<file path="config.mk">
export PLATFORM = sky130hd
export DESIGN_NAME = vga_window_timing
export DESIGN_NICKNAME = d
export VERILOG_FILES = /design/src/rtl/vga_window_timing.sv
export SDC_FILE = /design/constraint.sdc
export NUM_CORES = 1
export LEC_CHECK = 0
export CORE_MARGIN = 2
export CORE_UTILIZATION = 55
export DETAILED_ROUTE_END_ITERATION = 10
export DONT_BUFFER_PORTS = 1
export HOLD_SLACK_MARGIN = 0.06
export PLACE_DENSITY = 0.7
export REMOVE_ABC_BUFFERS = 1
export SLEW_MARGIN = 20
export SYNTH_ARGS = -nofsm -noshare
export SYNTH_HDL_FRONTEND = slang
export SYNTH_SLANG_ARGS = --single-unit
</file>
<file path="constraint.sdc">
create_clock -name clk -period 4.2 [get_ports clk]
set_clock_uncertainty 0.15 [all_clocks]
set_input_delay 0.42 -clock clk [delete_from_list [all_inputs] [get_ports clk]]
set_output_delay 0.42 -clock clk [all_outputs]
set_load 0.1 [all_outputs]
</file>
<file path="src/rtl/vga_window_timing.sv">
// rtl/vga_window_timing.sv - VGA raster timing with image-window enable and line-read requests
//
// Purpose: generates VGA sync, display enable and raw/active-area coordinates.
//   It also raises a window enable for a sub-rectangle of the active area.
//   A registered request is issued RD_LEAD clocks before the end of each line
//   that precedes a window line, so that line's pixels can be fetched in time.
//   Optional feature macro: VGA_FRAME_CNT_EN enables the 16-bit frame counter.
//   Without it, frame_cnt is tied to 0.
//
// Ports:
//   clk          in   pixel clock
//   rst          in   asynchronous active-high reset
//   run          in   level request to generate frames
//   x_counter    out  raw horizontal counter
//   y_counter    out  raw vertical counter
//   xpos, ypos   out  counters relative to the active-area origin (mod 2^CW)
//   VGA_HS/VS    out  sync outputs, polarity from HS_POL/VS_POL
//   de           out  active-display enable
//   win_de       out  enable inside the image window
//   frame_start  out  one-cycle pulse at the first pixel of a frame
//   line_rd_req  out  one-cycle request for the next window line
//   line_rd_row  out  window row for line_rd_req
//   frame_cnt    out  frame counter
module vga_window_timing #(
  parameter int H_SYNC  = 120,
  parameter int H_BACK  = 64,
  parameter int H_DISP  = 800,
  parameter int H_FRONT = 56,
  parameter int V_SYNC  = 6,
  parameter int V_BACK  = 23,
  parameter int V_DISP  = 600,
  parameter int V_FRONT = 37,
  parameter int HS_POL  = 0,
  parameter int VS_POL  = 0,
  parameter int WIN_X   = 0,
  parameter int WIN_Y   = 0,
  parameter int WIN_W   = 200,
  parameter int WIN_H   = 150,
  parameter int RD_LEAD = 200,
  parameter int CW      = 12
) (
  input  logic          clk,
  input  logic          rst,
  input  logic          run,
  output logic [CW-1:0] x_counter,
  output logic [CW-1:0] y_counter,
  output logic [CW-1:0] xpos,
  output logic [CW-1:0] ypos,
  output logic          VGA_HS,
  output logic          VGA_VS,
  output logic          de,
  output logic          win_de,
  output logic          frame_start,
  output logic          line_rd_req,
  output logic [CW-1:0] line_rd_row,
  output logic [15:0]   frame_cnt
);

  localparam int H_TOTAL = H_SYNC + H_BACK + H_DISP + H_FRONT;
  localparam int V_TOTAL = V_SYNC + V_BACK + V_DISP + V_FRONT;
  localparam int H_START = H_SYNC + H_BACK;
  localparam int V_START = V_SYNC + V_BACK;

  if (WIN_X + WIN_W > H_DISP) begin : g_chk_win_x
    $error("vga_window_timing: window exceeds H_DISP");
  end
  if (WIN_Y + WIN_H > V_DISP) begin : g_chk_win_y
    $error("vga_window_timing: window exceeds V_DISP");
  end
  if (RD_LEAD > H_TOTAL - 2) begin : g_chk_lead
    $error("vga_window_timing: RD_LEAD too large for H_TOTAL");
  end
  if (V_START + WIN_Y < 1) begin : g_chk_first_row
    $error("vga_window_timing: first window line must not be line 0");
  end
  if (longint'(H_TOTAL) >= (64'd1 << CW) || longint'(V_TOTAL) >= (64'd1 << CW)) begin : g_chk_cw
    $error("vga_window_timing: totals do not fit in CW bits");
  end

  localparam logic [CW-1:0] H_LAST    = CW'(H_TOTAL - 1);
  localparam logic [CW-1:0] V_LAST    = CW'(V_TOTAL - 1);
  localparam logic [CW-1:0] H_SYNC_C  = CW'(H_SYNC);
  localparam logic [CW-1:0] V_SYNC_C  = CW'(V_SYNC);
  localparam logic [CW-1:0] H_START_C = CW'(H_START);
  localparam logic [CW-1:0] V_START_C = CW'(V_START);
  localparam logic [CW-1:0] H_DISP_C  = CW'(H_DISP);
  localparam logic [CW-1:0] V_DISP_C  = CW'(V_DISP);
  localparam logic [CW-1:0] WIN_X_C   = CW'(WIN_X);
  localparam logic [CW-1:0] WIN_Y_C   = CW'(WIN_Y);
  localparam logic [CW-1:0] WIN_W_C   = CW'(WIN_W);
  localparam logic [CW-1:0] WIN_H_C   = CW'(WIN_H);
  localparam logic [CW-1:0] RD_X      = CW'(H_TOTAL - 1 - RD_LEAD);
  localparam logic [CW-1:0] ROW_LO    = CW'(V_START + WIN_Y);

  typedef enum logic [1:0] {
    IDLE = 2'd0,
    RUN  = 2'd1,
    STOP = 2'd2
  } state_t;

  state_t        state_q, state_d;
  logic [CW-1:0] x_q, x_d;
  logic [CW-1:0] y_q, y_d;
  logic          req_q, req_d;
  logic [CW-1:0] row_q, row_d;

  logic          active;
  logic [CW-1:0] next_y;
  logic [CW-1:0] next_row;
  logic          hs_act;
  logic          vs_act;

  always_ff @(posedge clk or posedge rst) begin
    if (rst) begin
      state_q <= IDLE;
      x_q     <= '0;
      y_q     <= '0;
      req_q   <= 1'b0;
      row_q   <= '0;
    end else begin
      state_q <= state_d;
      x_q     <= x_d;
      y_q     <= y_d;
      req_q   <= req_d;
      row_q   <= row_d;
    end
  end

  assign next_y   = y_q + CW'(1);
  // Unsigned offset from the first window line; values at or above WIN_H
  // (including wrapped negatives) fall outside the window.
  assign next_row = next_y - ROW_LO;

  always_comb begin
    state_d = state_q;
    x_d     = x_q;
    y_d     = y_q;
    req_d   = 1'b0;
    row_d   = row_q;
    case (state_q)
      IDLE: begin
        x_d = '0;
        y_d = '0;
        if (run) state_d = RUN;
      end
      RUN, STOP: begin
        if (x_q == H_LAST) begin
          x_d = '0;
          y_d = (y_q == V_LAST) ? '0 : next_y;
        end else begin
          x_d = x_q + CW'(1);
        end

        if (state_q == RUN) begin
          if (!run) state_d = STOP;
        end else if (run) begin
          state_d = RUN;
        end else if (x_q == H_LAST && y_q == V_LAST) begin
          state_d = IDLE;
        end

        // Request the following line while the current one still has
        // RD_LEAD clocks to run; the last line of a frame never requests.
        if (x_q == RD_X && y_q != V_LAST && next_row < WIN_H_C) begin
          req_d = 1'b1;
          row_d = next_row;
        end
      end
      default: begin
        state_d = IDLE;
        x_d     = '0;
        y_d     = '0;
      end
    endcase
  end

  assign active      = (state_q != IDLE);
  assign x_counter   = x_q;
  assign y_counter   = y_q;
  assign xpos        = x_q - H_START_C;
  assign ypos        = y_q - V_START_C;

  assign hs_act      = active && (x_q < H_SYNC_C);
  assign vs_act      = active && (y_q < V_SYNC_C);
  assign VGA_HS      = (HS_POL != 0) ? hs_act : !hs_act;
  assign VGA_VS      = (VS_POL != 0) ? vs_act : !vs_act;

  // Range checks use wrapped unsigned offsets so a zero lower bound needs
  // no special case.
  assign de          = active && (xpos < H_DISP_C) && (ypos < V_DISP_C);
  assign win_de      = de && ((xpos - WIN_X_C) < WIN_W_C) && ((ypos - WIN_Y_C) < WIN_H_C);
  assign frame_start = active && (x_q == '0) && (y_q == '0);

  assign line_rd_req = req_q;
  assign line_rd_row = row_q;

`ifdef VGA_FRAME_CNT_EN
  logic [15:0] fcnt_q;

  always_ff @(posedge clk or posedge rst) begin
    if (rst) begin
      fcnt_q <= '0;
    end else if (frame_start) begin
      fcnt_q <= fcnt_q + 16'd1;
    end
  end

  assign frame_cnt = fcnt_q;
`else
  assign frame_cnt = 16'd0;
`endif

endmodule

</file>
==> results.tsv <==
stage	metric	value	unit
run_status	status	completed	
grt	first-pass GRT wire length	13200	um
grt	largest net degree at the start of global routing	40	
synth	YS warnings	0	
finish	commonest non-fill, non-tap cells in the layout	buf_4 (50), dfrtp_1 (35), nand2_1 (34)	
detailed_routing	Total Routed Length	8180	um
detailed_routing	# DRC	0	
clocking	clk root buf	clkbuf_8	
detailed_routing	WL/cell	17.0	um
clocking	Worst-Skew Late Latency	300	ps
finish	Filler cells	484	
setup_path	critical path endpoint category	primary output	
detailed_routing	routed via count	2897	
synth	flop and latch count out of synthesis	39	
clocking	CTS clk-pin slew, worst paths	90	ps
synth	Async SR Flop Fraction	1.00	
synth	Netlist Area Pre-Place	3300	sq um
synth	post-synth top area share	0.296	
floorplanning	Rows	28	
place	dpl hpwl	6020	um
sta	setup ws final	455	ps
worst_hold_path	Hold Path Class	input pin to flop	
finish	fin nets	418	
detailed_routing	DR vias/cell	6.04	
power	Pleak	1.74	nW
floorplanning	die height	81.5	um
floorplanning	die area	6640	sq um
synth	number of flops mapped to enable cells by yosys	0	
clocking	total CTS buffers	5	
setup_path	crit path kind	flop to primary output	
synth	area leader, netlist	dfrtp_1	
sta	post-route minimum period	3740	ps
power	VDD IR max	305	uV
sta	final max-slew violation count	0	
place	I/O Buffers	0	
floorplanning	Top-Level Pins	85	
sta	unrepaired setup endpoints after global routing	no	
floorplanning	overall die width	81.5	um
clocking	CTS sink cnt	39	
synth	library cells used by synthesis	62	
detailed_routing	DRT Pass-1 Iters	5	
place	routability-driven placement congestion ratio	0.926	
setup_path	Worst EP arrival	3170	ps
finish	Area Overhead vs Synth	12.8	%
finish	Ant. Diodes	0	
clocking	CTS tree	built	
floorplanning	Core ar.	5850	sq um
grt	vias in the first global route	2601	
power	pwr dens	351	nW/um^2
job	MaxCap Viol Count	0	
power	Pwr Total	0.00131	W
grt	gr usage total	0.255	
place	dpl ws	566	ps
sta	Least-Margin Pin Slew	913	ps
detailed_routing	Routed Antenna Nets	0	
synth	Mapped Cells	383	
sta	slew margin rel.	0.391	
finish	most common cell after layout, fill and taps aside	buf_4	
clocking	Post-CTS Setup Bufs	0	
synth	register area share after synthesis	0.296	
sta	Final Hold Vio Count	0	
setup_path	CP Max Fanout	16	
clocking	htree depth	2	
synth	Main synth FF type	dfrtp_1	
grt	initial antenna violation count	0	
sta	Tcrit/Tclk final	0.892	
synth	Synth area leaders	dfrtp_1 (30%), xnor2_1 (5.8%), xor2_1 (5.8%)	
grt	remaining global-route overflow	0	
finish	share of post-route cells with drive strength above 1	0.252	
detailed_routing	DR iter-0 viols	164	
setup_path	CP Launch Type	flop	
sta	fmax	267	MHz
sta	Final Setup Violations	0	
setup_path	Critical Path RT	3630	ps
synth	synthesized area per cell	8.62	sq um
clocking	Max Root-Sink Buffers	2	
floorplanning	Initial Util	0.564	
## per-stage QoR
step                setup TNS [ps]  instances  utilization  hold WS (ps)  cell area, sq um
detailed placement               0        471        0.620           326              3630
CTS                              0        480        0.636          72.5              3720
global route                     0        480        0.636          83.8              3720
finish                           0        480        0.636          76.0              3720
global placement                 0        471        0.620           319              3630
floorplan                   -19050        344            -           356              3010
## critical path, stage by stage (launching register included)
cell	delay, ps
dfrtp_1	640
inv_1	150
ha_1	270
nand3b_1	210
xnor2_2	160
buf_4	250
and2_1	170
o21ai_0	140
a31oi_1	90
and4b_1	280
nor3b_2	250
clkbuf_16	250
## power by group
part           internal, W  leakage [nW]  switching [W]  total [W]
combinational     0.000109          1.16       0.000530   0.000639
sequential        0.000395         0.534      0.0000135   0.000409
clock             0.000114        0.0477       0.000145   0.000259
total             0.000618          1.74       0.000689    0.00131
## final timing paths
path,startpoint,end,slack [ps],depth (start not counted)
max,y_counter[0],win_de,460,11
min,run,state_q[1],80,1
max in group asynchronous,rst,x_counter[2],2970,3
min in group asynchronous,rst,line_rd_row[8],530,3
min reg2reg,state_q[1],state_q[1],420,2
max reg2reg,y_counter[0],line_rd_row[6],560,9
## cells in the mapped netlist, types with 2 or more instances
cell / n
a211oi_1: 2
a21oi_1: 10
a22oi_1: 2
a31oi_1: 3
and2_1: 3
and2_2: 4
and3_1: 9
and4_1: 3
and4b_1: 2
buf_2: 13
buf_4: 22
buf_6: 5
clkbuf_1: 12
dfrtp_1: 39
ha_1: 11
inv_1: 18
mux2_2: 2
mux2_4: 5
mux2i_1: 3
nand2_1: 34
nand3_1: 14
nand4_1: 7
nand4b_1: 3
nor2_1: 28
nor2b_1: 4
nor3_1: 5
nor3b_1: 2
nor4_1: 9
nor4bb_1: 2
o21ai_0: 23
o31ai_1: 7
o41ai_1: 2
or4_1: 4
xnor2_1: 22
xor2_1: 22
## cells by family (layout without fill, tap and decap cells)
| logic type | Yosys count | after routing | synth area share |
|---|---|---|---|
| muxes | 10 | 10 | 0.0387 |
| DFF | 39 | 39 | 0.296 |
| adders and majority gates | 11 | 11 | 0.0417 |
| and+or+nand+nor | 141 | 141 | 0.233 |
| buffers and inverters | 72 | 79 | 0.127 |
| AOI/OAI and AO/OA | 64 | 64 | 0.138 |
| other | 1 | 16 | 0.00114 |
| xor gates and xnor gates | 45 | 45 | 0.125 |
## layout make-up
class / count / area [sq um] / share of cell area
multi-input cells: 287 / 2070 / 0.555
clock inverters: 3 / 15.0 / 0.00403
repair buffers: 53 / 430 / 0.116
well taps: 75 / 93.8 / 0.0252
flip-flops and latches: 39 / 981 / 0.264
clock buffers: 5 / 68.8 / 0.0185
inverters: 18 / 67.6 / 0.0182
## sequential cells by signal, summed over array words and instances (netlist names)
| register | count |
|---|---|
| line_rd_req | 1 |
| line_rd_row | 12 |
| state_q | 2 |
| x_counter | 12 |
| y_counter | 12 |
## timing repair
item                       in CTS  in global routing
hold endpoints to repair       39                  0
hold buffers                    1                  0
resized for setup               0                  0
setup endpoints to repair       0                  0
## layer usage
| metal | routed length [um] | GRT usage |
|---|---|---|
| met5 | 0 | 0 |
| met4 | 134 | 0.0644 |
| met3 | 616 | 0.0429 |
| met2 | 3940 | 0.435 |
| met1 | 3490 | 0.337 |
(Power assumes the default switching activity.)
